<file path="src/rtl/ps2_pkg.sv">
// Shared scan-code constants, event record and receiver state encoding
// for the PS/2 keyboard receiver.
package ps2_pkg;

    localparam logic [7:0] SC_EXT   = 8'hE0;
    localparam logic [7:0] SC_BRK   = 8'hF0;
    localparam logic [7:0] SC_UP    = 8'h75;
    localparam logic [7:0] SC_DOWN  = 8'h72;
    localparam logic [7:0] SC_LEFT  = 8'h6B;
    localparam logic [7:0] SC_RIGHT = 8'h74;
    localparam logic [7:0] SC_R     = 8'h2D;

    typedef struct packed {
        logic       ext;
        logic       brk;
        logic [7:0] code;
    } ps2_evt_t;

    localparam int EVT_W = $bits(ps2_evt_t);

    typedef enum logic [1:0] {
        IDLE   = 2'd0,
        DATA   = 2'd1,
        PARITY = 2'd2,
        STOP   = 2'd3
    } ps2_state_t;

    // Keyboard status/response bytes that never represent a key.
    function automatic logic is_drop(input logic [7:0] c);
        case (c)
            8'h00, 8'hAA, 8'hEE, 8'hFA,
            8'hFC, 8'hFD, 8'hFE, 8'hFF: return 1'b1;
            default:                    return 1'b0;
        endcase
    endfunction

endpackage

</file>
<file path="src/rtl/ps2_evt_fifo.sv">
// Generic synchronous FIFO; a push into a full FIFO is accepted only when
// a pop happens in the same cycle.
module ps2_evt_fifo #(
    parameter int DEPTH = 4,
    parameter int WIDTH = 10
) (
    input  logic             clk,
    input  logic             rst_n,
    input  logic             push,
    input  logic             pop,
    input  logic [WIDTH-1:0] wdata,
    output logic [WIDTH-1:0] rdata,
    output logic             full,
    output logic             empty
);

    localparam int AW = $clog2(DEPTH);

    logic [WIDTH-1:0] mem [DEPTH];
    logic [AW-1:0]    wr_ptr;
    logic [AW-1:0]    rd_ptr;
    logic [AW:0]      count;
    logic             do_push;
    logic             do_pop;

    assign empty   = (count == '0);
    assign full    = (count == (AW+1)'(DEPTH));
    assign do_pop  = pop & ~empty;
    assign do_push = push & (~full | do_pop);
    assign rdata   = mem[rd_ptr];

    always_ff @(posedge clk or negedge rst_n) begin
        if (!rst_n) begin
            wr_ptr <= '0;
            rd_ptr <= '0;
            count  <= '0;
            for (int unsigned i = 0; i < DEPTH; i++) begin
                mem[i] <= '0;
            end
        end else begin
            if (do_push) begin
                mem[wr_ptr] <= wdata;
                wr_ptr      <= wr_ptr + 1'b1;
            end
            if (do_pop) begin
                rd_ptr <= rd_ptr + 1'b1;
            end
            case ({do_push, do_pop})
                2'b10:   count <= count + 1'b1;
                2'b01:   count <= count - 1'b1;
                default: count <= count;
            endcase
        end
    end

endmodule

</file>
<file path="src/rtl/ps2_key_rx.sv">
// PS/2 keyboard receiver: line synchroniser and clock filter, frame FSM with
// watchdog, E0/F0 prefix decoder, held-key tracking and an event FIFO.
module ps2_key_rx
    import ps2_pkg::*;
#(
    parameter int SYNC_STAGES = 2,
    parameter int FILT_LEN    = 8,
    parameter int TIMEOUT_CYC = 20000,
    parameter int FIFO_DEPTH  = 4
) (
    input  logic       clk100mhz,
    input  logic       rst_n,
    input  logic       ps2_clk,
    input  logic       ps2_data,
    output logic       evt_valid,
    input  logic       evt_ready,
    output logic [7:0] evt_code,
    output logic       evt_ext,
    output logic       evt_break,
    output logic [3:0] dir_held,
    output logic       reset_held,
    output logic       err_parity,
    output logic       err_frame,
    output logic       err_timeout,
    output logic       err_overflow
);

    localparam int FW  = $clog2(FILT_LEN + 1);
    localparam int WDW = $clog2(TIMEOUT_CYC + 1);
    localparam logic [FW-1:0]  FILT_MAX = FW'(FILT_LEN - 1);
    localparam logic [WDW-1:0] WD_MAX   = WDW'(TIMEOUT_CYC - 1);

    logic [SYNC_STAGES-1:0] clk_sync;
    logic [SYNC_STAGES-1:0] data_sync;
    logic                   sync_clk;
    logic                   sync_data;

    logic          filt_clk;
    logic [FW-1:0] filt_cnt;
    logic          fall;
    logic          fall_data;

    ps2_state_t     state;
    logic [2:0]     bit_cnt;
    logic [7:0]     shreg;
    logic           par_bit;
    logic           byte_ok;
    logic [WDW-1:0] wd_cnt;

    logic     ext_pend;
    logic     brk_pend;
    logic     evt_push;
    ps2_evt_t evt_wdata;

    logic [EVT_W-1:0] head_bits;
    ps2_evt_t         head;
    logic             fifo_full;
    logic             fifo_empty;
    logic             evt_pop;

    assign sync_clk  = clk_sync[SYNC_STAGES-1];
    assign sync_data = data_sync[SYNC_STAGES-1];

    // Idle PS/2 lines are high, so the chain resets to 1 to avoid a false edge.
    always_ff @(posedge clk100mhz or negedge rst_n) begin
        if (!rst_n) begin
            clk_sync  <= '1;
            data_sync <= '1;
        end else begin
            clk_sync  <= {clk_sync[SYNC_STAGES-2:0], ps2_clk};
            data_sync <= {data_sync[SYNC_STAGES-2:0], ps2_data};
        end
    end

    // Filtered clock flips only after FILT_LEN consecutive differing samples.
    always_ff @(posedge clk100mhz or negedge rst_n) begin
        if (!rst_n) begin
            filt_clk  <= 1'b1;
            filt_cnt  <= '0;
            fall      <= 1'b0;
            fall_data <= 1'b0;
        end else begin
            fall <= 1'b0;
            if (sync_clk == filt_clk) begin
                filt_cnt <= '0;
            end else if (filt_cnt == FILT_MAX) begin
                filt_clk  <= sync_clk;
                filt_cnt  <= '0;
                fall      <= ~sync_clk;
                fall_data <= sync_data;
            end else begin
                filt_cnt <= filt_cnt + 1'b1;
            end
        end
    end

    always_ff @(posedge clk100mhz or negedge rst_n) begin
        if (!rst_n) begin
            state       <= IDLE;
            bit_cnt     <= '0;
            shreg       <= '0;
            par_bit     <= 1'b0;
            byte_ok     <= 1'b0;
            err_parity  <= 1'b0;
            err_frame   <= 1'b0;
            err_timeout <= 1'b0;
            wd_cnt      <= '0;
        end else begin
            byte_ok     <= 1'b0;
            err_parity  <= 1'b0;
            err_frame   <= 1'b0;
            err_timeout <= 1'b0;
            if (fall) begin
                wd_cnt <= '0;
                case (state)
                    IDLE: begin
                        if (!fall_data) begin
                            state   <= DATA;
                            bit_cnt <= '0;
                        end
                    end
                    DATA: begin
                        shreg   <= {fall_data, shreg[7:1]};
                        bit_cnt <= bit_cnt + 1'b1;
                        if (bit_cnt == 3'd7) begin
                            state <= PARITY;
                        end
                    end
                    PARITY: begin
                        par_bit <= fall_data;
                        state   <= STOP;
                    end
                    STOP: begin
                        if (!fall_data) begin
                            err_frame <= 1'b1;
                        end else if (^{shreg, par_bit}) begin
                            byte_ok <= 1'b1;
                        end else begin
                            err_parity <= 1'b1;
                        end
                        state <= IDLE;
                    end
                    default: state <= IDLE;
                endcase
            end else if (state != IDLE) begin
                if (wd_cnt == WD_MAX) begin
                    state       <= IDLE;
                    err_timeout <= 1'b1;
                    wd_cnt      <= '0;
                end else begin
                    wd_cnt <= wd_cnt + 1'b1;
                end
            end else begin
                wd_cnt <= '0;
            end
        end
    end

    // shreg stays stable from the STOP bit until the next frame's data bits.
    always_ff @(posedge clk100mhz or negedge rst_n) begin
        if (!rst_n) begin
            ext_pend   <= 1'b0;
            brk_pend   <= 1'b0;
            evt_push   <= 1'b0;
            evt_wdata  <= '0;
            dir_held   <= '0;
            reset_held <= 1'b0;
        end else begin
            evt_push <= 1'b0;
            if (err_parity || err_frame || err_timeout) begin
                ext_pend <= 1'b0;
                brk_pend <= 1'b0;
            end else if (byte_ok) begin
                if (shreg == SC_EXT) begin
                    ext_pend <= 1'b1;
                end else if (shreg == SC_BRK) begin
                    brk_pend <= 1'b1;
                end else begin
                    ext_pend <= 1'b0;
                    brk_pend <= 1'b0;
                    if (!is_drop(shreg)) begin
                        evt_push       <= 1'b1;
                        evt_wdata.ext  <= ext_pend;
                        evt_wdata.brk  <= brk_pend;
                        evt_wdata.code <= shreg;
                        case (shreg)
                            SC_UP:    dir_held[3] <= ~brk_pend;
                            SC_DOWN:  dir_held[2] <= ~brk_pend;
                            SC_LEFT:  dir_held[1] <= ~brk_pend;
                            SC_RIGHT: dir_held[0] <= ~brk_pend;
                            SC_R:     reset_held  <= ~brk_pend;
                            default:  ;
                        endcase
                    end
                end
            end
        end
    end

    assign evt_pop = evt_valid & evt_ready;

    always_ff @(posedge clk100mhz or negedge rst_n) begin
        if (!rst_n) begin
            err_overflow <= 1'b0;
        end else begin
            err_overflow <= evt_push & fifo_full & ~evt_pop;
        end
    end

    ps2_evt_fifo #(
        .DEPTH (FIFO_DEPTH),
        .WIDTH (EVT_W)
    ) u_fifo (
        .clk   (clk100mhz),
        .rst_n (rst_n),
        .push  (evt_push),
        .pop   (evt_pop),
        .wdata (evt_wdata),
        .rdata (head_bits),
        .full  (fifo_full),
        .empty (fifo_empty)
    );

    assign head      = ps2_evt_t'(head_bits);
    assign evt_valid = ~fifo_empty;
    assign evt_code  = head.code;
    assign evt_ext   = head.ext;
    assign evt_break = head.brk;

endmodule

</file>
<file path="config.mk">
export PLATFORM = sky130hd
export DESIGN_NAME = ps2_key_rx
export DESIGN_NICKNAME = d
export VERILOG_FILES = /design/src/rtl/ps2_pkg.sv /design/src/rtl/ps2_evt_fifo.sv /design/src/rtl/ps2_key_rx.sv
export SDC_FILE = /design/constraint.sdc
export NUM_CORES = 1
export LEC_CHECK = 0
export ABC_AREA = 1
export BUFFER_PORTS_ARGS = -buffer_cell sky130_fd_sc_hd__buf_4
export CAP_MARGIN = 20
export CORE_MARGIN = 5
export CORE_UTILIZATION = 55
export CTS_BUF_LIST = sky130_fd_sc_hd__clkbuf_8
export CTS_CLUSTER_SIZE = 40
export DETAILED_ROUTE_END_ITERATION = 12
export PLACE_DENSITY_LB_ADDON = 0.08
export SLEW_MARGIN = 20
export SYNTH_ARGS = -nofsm -noshare
export SYNTH_HDL_FRONTEND = slang
export SYNTH_HIERARCHICAL = 1
export SYNTH_SLANG_ARGS = --single-unit
export TNS_END_PERCENT = 1
</file>
<file path="constraint.sdc">
create_clock -name clk100mhz -period 2 [get_ports clk100mhz]
set_input_delay 0.2 -clock clk100mhz [delete_from_list [all_inputs] [get_ports clk100mhz]]
set_output_delay 0.2 -clock clk100mhz [all_outputs]
set_load 0.05 [all_outputs]
</file>
==> results.toml <==
[power_and_ir_drop]
p_int_mw = 3.46
swShare_pct = 38.0
seqPwrFrac_pct = 43.5
p_leak_nw = 3.20
p_clk_share_pct = 22.8
p_comb_share_pct = 33.6
p_switching_mw = 2.12
vdd_drop_max_mv = 0.851
p_per_area_nw_per_um2 = 858

[worst_setup_path]
r2r-start = "u_fifo/count[1]"
cp-startpoint = "u_fifo/count[1]"
crit_type = "reg -> reg"
startpoint_type = "flop"
cp.required_ps = 2290
end_kind = "flop"
cp.arrival_ps = 2240
crit_fanout = 4

[place]
io_buffers = 24
dp_slack_ps = 54.3
dpl.hpwl_mm = 8.57
gp_congestion = 0.819

[min_path]
hold_path.class = "in -> reg"
hp-start = "evt_ready"

[global_routing]
grt.total_usage_pct = 20.7
antenna_found_initial = 0
grt_pass1_vias = 4649
grt_overflow = 0
grt_first_pass_wirelength_mm = 22.0
grt_max_degree = 111

[clock_network]
htreeDepth = 3
cts_sinks = 110
clkLatencyLatePin_ps = 370
clk_path_buf_depth = 2
clk_pin_slew_worst_paths_ps = 100
root_buffer = "clkbuf_8"
cts_tree = "built"
cts_buffers = 9

[finish]
drive_gt1_share_pct = 17.5
syn2layout_area_growth_pct = 8.94
nNetsFinal = 756
diodes = 0
fillers = 961

[synthesis]
synth-seq-cells = 110
synthCells = 708
yosysTopAreaCell = "dfrtp_1"
synth_edf_count = 0
synthesis.nets = 727
synth_area_leaders = "dfrtp_1 44%, nand2_1 13%, nand4_1 6.7%"
ys_warn_count = 6
synth_flop_cell = "dfrtp_1"
ys_types = 40
synthArstFlopShare_pct = 100
netlist_area_um2 = 5960
synth_top_area_share_pct = 44.1
ys_top_cells_by_count = "200 x nand2_1, 105 x dfrtp_1, 67 x nor2_1, 64 x nand4_1, 47 x inv_1"
ys_seq_area_share_pct = 46.3
synth.avg_cell_area_um2 = 8.42
yosysMostFrequentCell = "nand2_1"

[routing]
postRouteAntennaNets = 0
drc = 0
vias_per_cell = 5.43
vias = 4790
firstDrtPassIters = 5
drt_iter0_drc = 283
avgRoutedWirePerCell_um = 14.2
wl_mm = 12.6

[sta]
setup_slack_ps = 50.5
setup_viol = 0
tightest_slew_ps = 579
hold_ws_ps = 153
min_period_over_period_pct = 97.5
slew_violations = 0
hold_viol = 0
fmax_mhz = 513
period_minus_slack_ps = 1950
fin_skew_ps = 11.2
rsz0062_at_grt = "true"
slew_headroom_pct = 61.4

[floorplanning]
fp.coreArea_um2 = 10700
rows = 38
pin_count = 25
chipHeight_um = 114
start_util_pct = 55.5
die_x_um = 114
dieArea_um2 = 13000

[run_status]
status = "complete, no violations"

[job]
cap_violations = 0
[per-stage QoR]
step                util [%]  cells  setup TNS, ps  power, mW  area (um^2)
floorplan                  -    708          -1.37       3.87         5990
global placement        58.4    863              0       4.30         6270
detailed placement      58.4    863              0       4.34         6270
CTS                     60.4    882              0       5.63         6490
global route            60.5    882          -2170       5.89         6500
finish                  60.5    882              0       5.57         6500
[kinds of logic after synthesis]
group           Yosys count  synth area share (%)
compound gates           62                  5.77
flops                   110                  46.3
buf+inv                  90                  8.31
fa+ha+maj                14                  3.06
xor+xnor                 17                  2.50
simple gates            415                  34.1
[cells in the final DEF (no fill, tap or decap), drive strengths merged]
| cell | count |
|---|---|
| nand2 | 222 |
| dfrtp | 105 |
| nor2 | 77 |
| nand4 | 65 |
| inv | 57 |
| buf | 49 |
| o21ai | 37 |
| nand3 | 31 |
| nor3 | 17 |
| ha | 13 |
| clkbuf | 12 |
| o22ai | 11 |
| xnor2 | 9 |
| xor2 | 8 |
| a21oi | 7 |
| dfstp | 5 |
| a31oi | 4 |
| dlygate4sd3 | 3 |
| a32o | 2 |
| clkinv | 2 |
| or2 | 1 |
| nor4 | 1 |
| o211a | 1 |
| clkinvlp | 1 |
| nand3b | 1 |
| fa | 1 |
[cell type report]
class                   count  area (um^2)  share of cell area (%)
flip-flops and latches    110         2760                    42.5
multi-input cells         508         2740                    42.2
repair buffers             52          410                    6.32
inverters                  56          223                    3.43
well taps                 140          175                    2.70
clock buffers              12          165                    2.54
clock inverters             4         21.3                   0.327
[worst paths after layout]
| kind | slack (ps) | endpoint | depth (start not counted) |
|---|---|---|---|
| setup reg to reg | 50 | u_fifo/count[2] | 14 |
| setup / recovery | 50 | u_fifo/count[2] | 14 |
| min in group asynchronous | 450 | wd_cnt[0] | 3 |
| hold / removal | 150 | err_overflow | 4 |
| max in group asynchronous | 1120 | shreg[4] | 3 |
| hold reg to reg | 360 | clk_sync[1] | 0 |
[sequential cells by signal, summed over array words and instances (netlist names), 3 cells and up]
register and flops:
u_fifo/count 3, u_fifo/mem 40, evt_wdata 10, dir_held 4, wd_cnt 15, shreg 8
bit_cnt 3, filt_cnt 4
[power by group through the flow]
stage          clock network (mW)  logic [mW]  registers (mW)
5_1_grt                      1.42        2.03            2.44
3_5_place_dp                    0        1.88            2.47
6_report                     1.27        1.88            2.43
2_1_floorplan                   0        1.42            2.44
4_1_cts                      1.32        1.88            2.42
3_3_place_gp                    0        1.84            2.46
[critical path: stages (launching register included)]
cell	delay [ps]
dfrtp_1	420
nor2_2	130
nand2_1	80
inv_1	80
nor2_2	50
inv_1	60
nand3_2	100
nand2_4	90
ha_4	130
inv_2	40
fa_2	350
inv_1	60
nand2_1	40
nand3b_1	90
xor2_1	160
[layer usage]
layer,vias up,global-route usage [%],wire length [um]
met5,-,0,0
met4,0,6.65,145
met3,13,3.22,600
met2,104,33.3,5970
met1,2281,29.1,5840
li1,2392,-,-
[what timing repair did]
action	4_1_cts	5_1_grt
resized for setup	1	1
cloned	0	0
hold buffers	3	0
setup buffers	0	0
endpoints found under the setup margin	1	51
hold endpoints to repair	107	0
No activity file was read; power rests on OpenSTA's default activity.
